## src/rtl/pipe_stage_skid.sv

```systemverilog
// -----------------------------------------------------------------------------
// pipe_stage_skid
//
// Purpose
//   Parametrised pipeline stage register with a 2-entry skid buffer. It carries
//   one DW-bit payload between two core stages (IF/ID, ID/EX, EX/MEM) using
//   valid/ready handshakes on both sides. in_ready_o comes straight from a flop,
//   so there is no combinational path from out_ready_i to in_ready_o. While the
//   stage is empty, or after a flush, out_data_o shows NOP_DATA (a bubble).
//
// Handshake semantics (both sides)
//   A transfer happens on a rising clk edge when valid and ready are both 1.
//   A producer holding valid=1 keeps its data stable until the transfer. The
//   downstream payload (out_valid_o/out_data_o) stays constant while it is
//   stalled. in_ready_o and out_valid_o are registered.
//
// Parameters
//   DW        payload width in bits (>= 1)
//   NOP_DATA  payload driven while the stage is empty or after a flush
//   CNT_W     perf counter width (only used when PIPE_STAGE_PERF_EN is defined)
//
// Configuration macro
//   PIPE_STAGE_PERF_EN  when defined, adds the saturating stall_cnt_o and
//                       flush_cnt_o counters. When undefined, neither the ports
//                       nor the counter flops exist.
//
// Ports
//   clk          in   1      clock, rising edge
//   rst          in   1      asynchronous reset, active-low
//   flush_i      in   1      synchronous flush: drop all held entries
//   in_valid_i   in   1      upstream payload valid
//   in_ready_o   out  1      stage can accept (registered)
//   in_data_i    in   DW     upstream payload
//   out_valid_o  out  1      payload valid to downstream
//   out_ready_i  in   1      downstream accepts (0 = stall)
//   out_data_o   out  DW     payload to downstream (main register)
//   occupancy_o  out  2      entries held: 0, 1 or 2 (also the FSM state)
//   stall_cnt_o  out  CNT_W  [PERF] cycles with out_valid_o=1 and out_ready_i=0
//   flush_cnt_o  out  CNT_W  [PERF] cycles with flush_i=1
// -----------------------------------------------------------------------------
module pipe_stage_skid #(
   parameter int              DW       = 32,
   parameter logic [DW-1:0]   NOP_DATA = '0,
   parameter int              CNT_W    = 16
) (
   input  logic             clk,
   input  logic             rst,
   input  logic             flush_i,
   input  logic             in_valid_i,
   output logic             in_ready_o,
   input  logic [DW-1:0]    in_data_i,
   output logic             out_valid_o,
   input  logic             out_ready_i,
   output logic [DW-1:0]    out_data_o,
   output logic [1:0]       occupancy_o
`ifdef PIPE_STAGE_PERF_EN
   ,
   output logic [CNT_W-1:0] stall_cnt_o,
   output logic [CNT_W-1:0] flush_cnt_o
`endif
);

   // Reject bad parameter values at elaboration time.
   if (DW < 1 || CNT_W < 1) begin : g_bad_param
      $error("pipe_stage_skid: DW and CNT_W must both be >= 1");
   end

   // The encoding equals the number of held entries, so occupancy_o is
   // simply the state register.
   typedef enum logic [1:0] {
      EMPTY = 2'd0,
      ONE   = 2'd1,
      FULL  = 2'd2
   } state_t;

   state_t          state_q;
   logic [DW-1:0]   main_q;     // head entry, drives out_data_o
   logic [DW-1:0]   skid_q;     // second entry, valid only in FULL
   logic            ready_q;    // registered in_ready_o
   logic            valid_q;    // registered out_valid_o

   logic            in_xfer;
   logic            out_xfer;

   assign in_xfer  = in_valid_i & ready_q;
   assign out_xfer = valid_q & out_ready_i;

   assign in_ready_o  = ready_q;
   assign out_valid_o = valid_q;
   assign out_data_o  = main_q;
   assign occupancy_o = state_q;

   // ---------------------------------------------------------------------------
   // Stage FSM. Every output is a flop that is updated together with the state,
   // so in_ready_o is "next state != FULL" and out_valid_o is
   // "next state != EMPTY", both captured at the edge.
   // ---------------------------------------------------------------------------
   always_ff @(posedge clk or negedge rst) begin
      if (!rst) begin
         state_q <= EMPTY;
         main_q  <= NOP_DATA;
         skid_q  <= NOP_DATA;
         ready_q <= 1'b1;
         valid_q <= 1'b0;
      end else if (flush_i) begin
         // A flush overrides everything. An entry accepted in the same cycle is
         // dropped, and an entry taken by downstream in the same cycle has
         // already left the stage.
         state_q <= EMPTY;
         main_q  <= NOP_DATA;
         skid_q  <= NOP_DATA;
         ready_q <= 1'b1;
         valid_q <= 1'b0;
      end else begin
         unique case (state_q)
            EMPTY: begin
               if (in_xfer) begin
                  main_q  <= in_data_i;
                  state_q <= ONE;
                  valid_q <= 1'b1;
               end
            end

            ONE: begin
               case ({in_xfer, out_xfer})
                  2'b11: begin
                     // Pass-through: the head leaves and the new entry replaces it.
                     main_q <= in_data_i;
                  end
                  2'b10: begin
                     // Downstream stalled: park the newcomer in the skid slot.
                     skid_q  <= in_data_i;
                     state_q <= FULL;
                     ready_q <= 1'b0;
                  end
                  2'b01: begin
                     main_q  <= NOP_DATA;
                     state_q <= EMPTY;
                     valid_q <= 1'b0;
                  end
                  default: begin
                     // Nothing moves; hold.
                  end
               endcase
            end

            FULL: begin
               // ready_q is 0 here, so in_xfer cannot occur.
               if (out_xfer) begin
                  main_q  <= skid_q;
                  skid_q  <= NOP_DATA;
                  state_q <= ONE;
                  ready_q <= 1'b1;
               end
            end

            default: begin
               // The unused encoding returns to a clean empty stage.
               state_q <= EMPTY;
               main_q  <= NOP_DATA;
               skid_q  <= NOP_DATA;
               ready_q <= 1'b1;
               valid_q <= 1'b0;
            end
         endcase
      end
   end

   // ---------------------------------------------------------------------------
   // Structural invariants: the registered handshake flags always agree with
   // the state.
   // ---------------------------------------------------------------------------
   a_ready_matches_state : assert property (@(posedge clk) disable iff (!rst)
      ready_q == (state_q != FULL));

   a_valid_matches_state : assert property (@(posedge clk) disable iff (!rst)
      valid_q == (state_q != EMPTY));

`ifdef PIPE_STAGE_PERF_EN
   // ---------------------------------------------------------------------------
   // Saturating performance counters. They are cleared only by reset; a flush
   // does not clear them.
   // ---------------------------------------------------------------------------
   logic [CNT_W-1:0] stall_cnt_q;
   logic [CNT_W-1:0] flush_cnt_q;

   always_ff @(posedge clk or negedge rst) begin
      if (!rst) begin
         stall_cnt_q <= '0;
         flush_cnt_q <= '0;
      end else begin
         if (valid_q && !out_ready_i && !(&stall_cnt_q)) begin
            stall_cnt_q <= stall_cnt_q + 1'b1;
         end
         if (flush_i && !(&flush_cnt_q)) begin
            flush_cnt_q <= flush_cnt_q + 1'b1;
         end
      end
   end

   assign stall_cnt_o = stall_cnt_q;
   assign flush_cnt_o = flush_cnt_q;
`endif

endmodule

```

## config.mk

```make
export PLATFORM = sky130hd
export DESIGN_NAME = pipe_stage_skid
export DESIGN_NICKNAME = d
export VERILOG_FILES = /design/src/rtl/pipe_stage_skid.sv
export SDC_FILE = /design/constraint.sdc
export NUM_CORES = 1
export LEC_CHECK = 0
export CORE_UTILIZATION = 44
export DETAILED_ROUTE_END_ITERATION = 6
export DONT_BUFFER_PORTS = 1
export HOLD_SLACK_MARGIN = 0.03
export MAX_ROUTING_LAYER = met4
export SLEW_MARGIN = 5
export SYNTH_ARGS = -nofsm -noshare
export SYNTH_HDL_FRONTEND = slang
export SYNTH_SLANG_ARGS = --single-unit
```

## constraint.sdc

```tcl
create_clock -name clk -period 4.98 [get_ports clk]
set_input_delay 0.498 -clock clk [delete_from_list [all_inputs] [get_ports clk]]
set_output_delay 0.498 -clock clk [all_outputs]
set_load 0.02 [all_outputs]
```

## Word level (Yosys, flattened, before mapping)

Cells that the tools add are included.

- Multiplexer cells: 22
- Eq/ne operators: 13
- Reductions and logical operators: 5
- Bitwise gates (word level): 2

Operators with widths:

| cell | number |
|---|---|
| $mux 32 | 6 |
| $pmux 32 s3 | 2 |
| $pmux 32 s2 | 1 |
| $reduce_and 3->1 | 4 |
| $ne 3x3->1 const B | 3 |
| $ne 4x3->1 const B | 2 |
| $eq 2x2->1 const B | 3 |
| $mux 1 | 6 |
| $mux 2 | 3 |
| $pmux 1 s3 | 2 |
| $pmux 2 s3 | 1 |
| $eq 2x1->1 const B | 2 |
| $ne 2x2->1 const B | 2 |
| $pmux 2 s2 | 1 |
| $ne 3x2->1 const B | 1 |
| $and 1x1->1 | 2 |
| $logic_not 2->1 | 1 |

- Register bits after elaboration: 68
- Word-level logic and storage cells: 47
- Input bits: 37

## Longest topological paths before layout

Gate-level depths: netlist of the first run.

- Word-level depth: 5
- Depth in mapped cells: 7

## Worst setup path before layout of the first run

Ideal clock, no wire load.

- Kind: register to register
- From: register ready_q (netlist: in_ready_o)
- To: register main_q[0] (netlist: out_data_o[0])
- Buffers on the path: 2
- Stages on the path, launching flop included: 7
- Arrival time: 1.544 ns
- Library setup time: 0.121 ns
- Path slack: 3.315 ns
- Cell sequence: dfstp_2 and3b_1 a2111oi_4 or2_1 buf_6 buf_12 o2bb2ai_2

- Longest elaborated chain between the ends: 5
- Elaborated cells on any way between the ends: 9
- Classes of those cells: 4 x eq/ne; 3 x mux; 1 x bitwise; 1 x reduce/logical

RTL lines:

| what | RTL line | source |
|---|---|---|
| start, declared | 79 | `logic ready_q;` |
| start signal, assigned | 103 | `ready_q <= 1'b1;` |
| start signal, assigned | 112 | `ready_q <= 1'b1;` |
| start signal, assigned | 134 | `ready_q <= 1'b0;` |
| $and 1x1->1 (*) | 85 | `assign in_xfer = in_valid_i & ready_q;` |
| $eq 2x1->1 or $eq 2x2->1 (tied branches) | 125 | `case ({in_xfer, out_xfer})` |
| $pmux 32 s2 | 125 |  |
| $pmux 32 s3 | 115 | `unique case (state_q)` |
| $mux 32 | 105 | `end else if (flush_i) begin` |
| end signal, assigned | 118 | `main_q <= in_data_i;` |
| end signal, assigned | 128 | `main_q <= in_data_i;` |
| end signal, assigned | 150 | `main_q <= skid_q;` |
| end, declared | 77 | `logic [DW-1:0] main_q;` |

Mark *: on every way between the ends. The rest lies on a longest branch, timed or not.
A chain may end at the register's enable or synchronous reset.

## Worst setup path after layout of the first run

- From: register state_q[1] (netlist: occupancy_o[1])
- To: register main_q[25] (netlist: out_data_o[25])

- Longest elaborated chain between the ends: 3
- Elaborated cells on any way between the ends: 9
- Classes of those cells: 5 x eq/ne; 2 x mux; 2 x reduce/logical

RTL lines:

| what | RTL line | source |
|---|---|---|
| start, declared | 76 | `state_t state_q;` |
| start signal, assigned | 100 | `state_q <= EMPTY;` |
| start signal, assigned | 109 | `state_q <= EMPTY;` |
| start signal, assigned | 119 | `state_q <= ONE;` |
| $eq 2x1->1 (tied with other cells) | 115 |  |
| $ne 4x3->1 (no source line) (tied with other cells) | - |  |
| $reduce_and 3->1 (no source line) or $mux 32 (tied branches) | - |  |

Several ways; a longest one is shown, not always the timed one.

==> results of run 1 <==
-- worst max-delay path: cells and delay by family (launching register included) --
family          cells  cell delay (ns)
simple gates        2             1.15
compound gates      2             0.49
flops               1             0.73
-- registers in the layout (all words and copies together) (netlist names) --
register     flops
out_data_o      32
in_ready_o       1
out_valid_o      1
skid_q          32
occupancy_o      2
-- worst min-delay path by stage --
stage                     endpoint  slack [ns]  cells past startpoint  start
floorplan           occupancy_o[0]        0.20                      0    rst
global placement       out_valid_o        0.20                      0    rst
detailed placement     out_valid_o        0.20                      0    rst
CTS                 out_data_o[29]        0.04                      1    rst
global route        out_data_o[30]        0.04                      1    rst
finish              out_data_o[28]        0.03                      1    rst
-- layout by cell type, fill, tap and decap left out, drive strengths merged, types with 2 or more instances in the layout --
cell type / count
nand2b: 2
buf: 5
a31oi: 2
nor3: 4
inv: 32
a21oi: 6
clkbuf: 12
nand3: 3
clkinv: 3
o21bai: 4
o2bb2ai: 32
dfrtp: 67
a22oi: 32
nand2: 35
mux2i: 32
nor2: 2
-- power groups by stage --
| stage | logic, mW | clock network, mW | registers [mW] |
|---|---|---|---|
| 2_1_floorplan | 0.236 | 0 | 0.713 |
| 4_1_cts | 0.256 | 0.463 | 0.726 |
| 5_1_grt | 0.276 | 0.484 | 0.734 |
| 6_report | 0.251 | 0.451 | 0.725 |
| 3_5_place_dp | 0.243 | 0 | 0.735 |
| 3_3_place_gp | 0.238 | 0 | 0.735 |
-- layer usage --
metal | wire length, um | GRT usage [%] | vias up
met1 | 3310 | 24.9 | 1073
met3 | 423 | 6.43 | 5
li1 | - | - | 985
met2 | 3400 | 29.9 | 61
met4 | 65 | 5.33 | 0
met5 | 0 | - | -
-- metrics by stage --
| stage | area [um^2] | hold slack, ns | instances | utilization [%] |
|---|---|---|---|---|
| final | 3600 | 0.0295 | 381 | 48.9 |
| after global routing | 3600 | 0.0406 | 381 | 48.9 |
| after CTS | 3600 | 0.0386 | 381 | 48.9 |
| after detailed placement | 3380 | 0.205 | 364 | 45.9 |
| after global placement | 3380 | 0.205 | 364 | 45.9 |
| after floorplan | 3390 | 0.202 | 286 | - |
-- area by class of cell --
type                            count  area, um^2  area share, %
Tap cell                           99         124           3.44
Clock inverter                      4        48.8           1.36
Clock buffer                       12         145           4.03
Sequential cell                    68        1700           47.3
Timing Repair Buffer                5        57.6           1.60
Multi-Input combinational cell    161        1400           39.0
Inverter                           32         120           3.34
-- cells by family after synthesis --
family / after synthesis / share of synthesized area (%)
compound gates: 78 / 24.5
flops: 68 / 50.2
buf+inv: 57 / 9.26
simple gates: 51 / 6.60
mux: 32 / 9.44
==> flow_summary.toml, run 1 <==
[floorplanning]
row_count = 31
die_height_um = 89.8
ioPinCount = 73
dieArea_mm2 = 0.00806
design.core.area_mm2 = 0.00737
die_w_um = 89.8
start_util_pct = 46.0

[critical_path]
worst-setup-path-type = "reg2reg"
cp-startpoint = "occupancy_o[1]"
crit_arrival_ns = 2.71
r2r-start = "occupancy_o[1]"
r2r_setup_slack_ns = 2.53
max_stage_delay_ns = 0.84
worst_path_max_delay_cell = "or2_2"
reg2reg_depth = 4
startpoint_type = "flop"
worstReg2RegEnd = "out_data_o[25]"
crit_end = "out_data_o[25]"
critical_path_required_ns = 5.24
crit_path_end_kind = "flop"
path_max_fanout = 32
path_cells = "and3b_1 -> a2111oi_4 -> or2_2 -> o2bb2ai_1"

[grt]
antenna_found_initial = 0
grt_pass1_vias = 2247
grt-ovfl-total = 0
grt_pass1_wl_mm = 11.9
grtUsageTotal_pct = 19.5
grt_start_max_net_pins = 69

[synth]
ys.flop_type = "dfrtp_1"
ys_types = 28
ys_top_cells_by_area = "dfrtp_1 (49%), o2bb2ai_2 (13%), mux2i_1 (9.4%), a22oi_1 (7.1%), nand2_1 (3.9%)"
synth_top_area_share_pct = 49.4
syn_inst = 286
synth_edf_count = 0
synthArstFlopShare_pct = 100
synth_fp_nets = 323
avgSynthCellArea_um2 = 11.9
synth_area_mm2 = 0.00339
yosysTopAreaCell = "dfrtp_1"
synth_commonest_cells = "dfrtp_1 (67), nand2_1 (35), a22oi_1 (32), inv_1 (32), mux2i_1 (32)"
seq_area_frac_synth_pct = 50.2
ys_ff_latch = 68
ys_warn_count = 0
synth_most_common_cell = "dfrtp_1"

[sta]
tightest_slew_ns = 1.03
report.final.hold_viol_count = 0
relSlewSlack_pct = 31.6
rsz0062_at_grt = "false"
post-route-period-util_pct = 49.2
setup_viol = 0
finClkSkew_ns = 0.00724
fmax_mhz = 408
setup-tns-final_ns = 0
setup_slack_ns = 2.53
fin_crit_ns = 2.45
maxSlewViolCount = 0

[place]
dpl.hpwl_mm = 4.24
globalplace.congestion = 0.746
port_buffers = 0
pre_cts_slack_ns = 2.52

[clock_tree]
cts_setup_buffers = 0
cts_root_buf = "clkbuf_8"
cts-resized-gates = 0
clk_latency_ns = 0.34
cts_tree = "done"
cts_buffers = 9
holdBufCountCts = 1
cts_num_sinks = 68
clk_pin_slew_worst_paths_ns = 0.07
htree_levels = 3
cts_max_path_buffers = 2

[power_and_ir_drop]
finalPower_mw = 1.43
p_sw_mw = 0.472
combPwrFrac_pct = 17.6
internal_power_mw = 0.955
ir_drop_mv = 0.176
seqPwrFrac_pct = 50.8
p_sw_share_pct = 33.1
power.density_mw_per_mm2 = 396
power.leakage_nw = 1.63
p_clk_share_pct = 31.6

[route]
drt-vias-per-instance = 5.57
wl_per_cell_um = 18.9
drtAntennaViolNets = 0
routed_wl_mm = 7.20
drc = 0
drtPass1Iterations = 5
first_iter_violations = 76
via_count = 2124

[cells_and_area]
area_growth_pct = 6.16
nFillCells = 688
fin_nets = 314
drive_gt1_share_pct = 20.6
antenna_cells = 0

[status]
outcome = "completed"

[run]
max_cap_violations = 0

[min_path]
hp-class = "in2async"
(Power assumes the default switching activity.)
==> run 2: changes to the inputs <==
- clock period: 4.98 -> 2.2 ns (I/O delays scaled with it)
==> run 2 against run 1 <==
  * Global-route usage rose by 1.4 points
  * Clock skew fell by 0.0020 ns
  * Register-to-register slack got worse by 2.1 ns
  * Clock power rose by 140%
  * Routed wire length rose by 6.3%
  * Critical endpoint is now out_data_o[8]
  * Largest power group unchanged
==> flow_summary.toml, run 2 (synthesized netlist as in run 1, its figures left out) <==
[sta]
relSlewSlack_pct = 73.6
tightest_slew_ns = 0.392
fmax_mhz = 554
setup_slack_ns = 0.396
setup_viol = 0
maxSlewViolCount = 0
finClkSkew_ns = 0.00526
holdWs_ns = 0.0500
fin_crit_ns = 1.80
setup-tns-final_ns = 0
post-route-period-util_pct = 82.0
rsz0062_at_grt = "false"
report.final.hold_viol_count = 0

[critical_path]
startpoint_type = "flop"
path_max_fanout = 32
cp-startpoint = "in_ready_o"
crit_buf_inv = 1
r2r-start = "in_ready_o"
critical_path_required_ns = 2.41
crit_family = "flip-flops"
crit_path_end_kind = "flop"
max_stage_delay_ns = 0.65
crit_arrival_ns = 2.01
worst-setup-path-type = "reg2reg"
worst_path_max_delay_cell = "dfstp_2"
path_cells = "and3b_1 -> a2111oi_4 -> or2_2 -> buf_12 -> o2bb2ai_2"

[cells_and_area]
final_common_cell = "dfrtp_1"
area_growth_pct = 18.7
nFillCells = 662
layout_common_cells = "dfrtp_1 (67), nand2_1 (35), dlygate4sd3_1 (33)"
antenna_cells = 0
instances_no_fill = 421
fin_nets = 356
drive_gt1_share_pct = 20.8

[grt]
grtUsageTotal_pct = 21.0
grt_pass1_wl_mm = 12.9
use_met2_pct = 31.9
gr-usage-met3_pct = 4.65
grt-ovfl-total = 0
antenna_found_initial = 0
busiest_layer = "met2"
grt_pass1_vias = 2472
globalRouteMet1Util_pct = 27.4
grt_start_max_net_pins = 69

[clock_tree]
cts_root_buf = "clkbuf_8"
cts_max_path_buffers = 2
clk_latency_ns = 0.33
clk_pin_slew_worst_paths_ns = 0.07
htree_levels = 3
cts_num_sinks = 68
cts_tree = "done"
cts_buffers = 9

[route]
drtPass1Iterations = 7
via_count = 2324
drt-vias-per-instance = 5.52
drtAntennaViolNets = 0
first_iter_violations = 100
routed_wl_mm = 7.65
wl_per_cell_um = 18.2
drc = 0

[floorplanning]
ioPinCount = 73
design.core.area_mm2 = 0.00737
die_height_um = 89.8
start_util_pct = 46.0
dieArea_mm2 = 0.00806
row_count = 31
die_w_um = 89.8

[power_and_ir_drop]
ir_drop_mv = 0.348
power.leakage_nw = 1.82
power.density_mw_per_mm2 = 838

[min_path]
hp-class = "in2reg"
min_from = "in_data_i[23]"

[place]
dpl.cell_count = 373
globalplace.congestion = 0.811
port_buffers = 0
pre_cts_slack_ns = 0.411
dpl.hpwl_mm = 4.41

[status]
outcome = "completed"

[run]
max_cap_violations = 0
[run 2: final cells by class]
class / count / area (um^2) / area share (%)
clock buffer: 13 / 179 / 4.44
multi-input combinational: 161 / 1400 / 34.8
clock inverter: 1 / 30.0 / 0.746
sequential: 68 / 1700 / 42.3
timing repair buffer: 47 / 468 / 11.6
tap: 99 / 124 / 3.08
inverter: 32 / 120 / 2.98
[run 2: path summary, 6_finish.rpt]
path,to,slack [ns],cells past startpoint
min in group asynchronous,skid_q[29],0.45,2
hold reg to reg,skid_q[4],0.52,2
setup reg to reg,out_data_o[8],0.40,5
setup / recovery,out_data_o[8],0.40,5
max in group asynchronous,in_ready_o,1.46,2
hold / removal,skid_q[23],0.05,2
[run 2: per-stage QoR]
stage                     cell area [um^2]  util (%)  total power [mW]
after detailed placement              3460      46.9              2.25
after global routing                  4030      54.6              3.54
after floorplan                       3390         -              2.15
after global placement                3460      46.9              2.24
final                                 4030      54.6              3.38
after CTS                             4030      54.6              3.42
[run 2: metal layers]
metal | wire (um) | up-vias
met5 | 0 | -
met4 | 146 | 0
met3 | 377 | 17
met2 | 3620 | 68
met1 | 3510 | 1163
li1 | - | 1076
[run 2: what timing repair did]
item	CTS	global route
buffers inserted	0	0
hold buffers	34	0
gates resized for setup	0	0
endpoints found under the hold margin	103	0
[run 2: power breakdown]
part           internal, mW  switching, mW  total [mW]
sequential             1.39          0.239        1.63
combinational         0.294          0.386       0.681
clock                 0.635          0.432        1.07
total                  2.32           1.06        3.38
==> run 3: changes to the inputs <==
- clock period: 2.2 -> 1.9 ns (I/O delays scaled with it)
==> run 3 against run 2 <==
  * Clock skew is 0.0041 ns higher
  * Clock power increased by 14%
  * Critical path depth did not move
  * Die area unchanged
  * Flip-flop and latch count did not move
  * Total power rose by 17%
  * First-iteration DRC count is 40% higher
  * Count of clock-buffer cells in the layout shrank 1
  * Cell area grew 2.1%
==> flow_summary.toml, run 3 (synthesized netlist as in run 1, its figures left out) <==
[critical_path]
max_stage_delay_ns = 0.56
crit_path_end_kind = "flop"
path_max_fanout = 25
crit_family = "flip-flops"
startpoint_type = "flop"
path_cells = "nand2_1 -> nor3_1 -> o21bai_4 -> buf_12 -> o2bb2ai_1"
worst-setup-path-type = "reg2reg"
crit_arrival_ns = 1.99
worst_path_max_delay_cell = "dfstp_2"
critical_path_required_ns = 2.16
crit_buf_inv = 1

[route]
drt-vias-per-instance = 5.45
drc = 0
drtAntennaViolNets = 0
routed_wl_mm = 7.82
drtPass1Iterations = 4
first_iter_violations = 140
wl_per_cell_um = 18.3
via_count = 2332

[floorplanning]
row_count = 31
die_w_um = 89.8
ioPinCount = 73
dieArea_mm2 = 0.00806
start_util_pct = 46.0
die_height_um = 89.8
design.core.area_mm2 = 0.00737

[power_and_ir_drop]
p_sw_share_pct = 32.6
internal_power_mw = 2.67
p_clk_share_pct = 31.0
power.density_mw_per_mm2 = 962
seqPwrFrac_pct = 47.3
finalPower_mw = 3.95
power.leakage_nw = 1.86
ir_drop_mv = 0.613
p_sw_mw = 1.29
combPwrFrac_pct = 21.8

[cells_and_area]
antenna_cells = 0
area_growth_pct = 21.2
fin_nets = 361
ff_latch_area_mm2 = 0.00170
layout_common_cells = "dfrtp_1 (67), nand2_1 (35), dlygate4sd3_1 (35)"
final_common_cell = "dfrtp_1"
drive_gt1_share_pct = 21.6
multi_input_area_mm2 = 0.00140
nFillCells = 646

[sta]
report.final.hold_viol_count = 0
tightest_slew_ns = 0.397
post-route-period-util_pct = 90.9
relSlewSlack_pct = 73.3
fin_crit_ns = 1.73
rsz0062_at_grt = "false"
setup-tns-final_ns = 0
setup_viol = 0
maxSlewViolCount = 0
fmax_mhz = 579
finClkSkew_ns = 0.00941

[place]
port_buffers = 0
dpl.hpwl_mm = 4.60
globalplace.congestion = 0.770

[clock_tree]
cts_max_path_buffers = 2
cts_setup_buffers = 0
cts-resized-gates = 0
cts_tree = "done"
cts_buffers = 9
cts_num_sinks = 68
clk_pin_slew_worst_paths_ns = 0.08
cts_root_buf = "clkbuf_8"
htree_levels = 3
clk_latency_ns = 0.34

[status]
outcome = "completed"

[run]
max_cap_violations = 0

[grt]
antenna_found_initial = 0
grt_start_max_net_pins = 69
grtUsageTotal_pct = 21.5
grt_pass1_wl_mm = 13.3
grt_pass1_vias = 2534
grt-ovfl-total = 0

[min_path]
hp-class = "in2reg"
## run 3: cell types whose count changed in the layout (fill, tap and decap cells not counted), sizes merged
cell and delta:
buf +3, clkinv +2, dlygate4sd3 +2, clkbuf -1, clkinvlp +1
## run 3: final timing paths
kind / slack (ns) / from / end / depth (start not counted)
worst max-delay path: 0.17 / in_ready_o / out_data_o[25] / 5
worst min-delay path: 0.04 / in_data_i[13] / out_data_o[13] / 2
worst max register to register: 0.17 / in_ready_o / out_data_o[25] / 5
worst min register to register: 0.52 / skid_q[23] / skid_q[23] / 2
max in group asynchronous: 1.20 / rst / skid_q[1] / 2
min in group asynchronous: 0.38 / rst / out_data_o[28] / 2
## run 3: worst reg2reg max path, cell delays in order, from the launching register on
cell and delay (ns):
dfstp_2 0.56, nand2_1 0.13, nor3_1 0.35, o21bai_4 0.21
buf_12 0.23, o2bb2ai_1 0.17
## run 3: final cells by class
cell class              count  area share, %
repair buffers             52           13.6
well taps                  99           3.01
flip-flops and latches     68           41.4
multi-input cells         161           34.1
clock buffers              12           3.77
inverters                  32           2.92
clock inverters             4           1.16
## run 3: power groups by stage
stage,logic (mW),registers (mW),clock network (mW)
floorplan,0.620,1.87,0
detailed placement,0.763,1.90,0
finish,0.861,1.87,1.22
global route,0.939,1.89,1.32
CTS,0.870,1.87,1.27
global placement,0.749,1.89,0
## run 3: what timing repair did
| action | in CTS | in global routing |
|---|---|---|
| setup endpoints to repair | 0 | 0 |
| hold endpoints to repair | 112 | 0 |
| hold buffers | 36 | 0 |
## run 3: routing by layer
| layer | track usage, % | wire length [um] | share of wire [%] |
|---|---|---|---|
| met4 | 6.69 | 113 | 1.4 |
| met1 | 27.5 | 3570 | 46 |
| met2 | 32.7 | 3660 | 47 |
| met3 | 6.51 | 486 | 6.2 |
| met5 | - | 0 | 0 |
## run 3: per-stage QoR
stage	area [um^2]	util [%]	std cells	setup slack, ns	hold slack (ns)
finish	4110	55.8	428	0.172	0.0423
global route	4110	55.8	428	0.0527	0.0393
CTS	4110	55.8	428	0.181	0.0317
detailed placement	3530	47.9	376	0.194	-0.103
global placement	3530	47.9	376	0.224	-0.103
floorplan	3390	-	286	0.235	-0.106
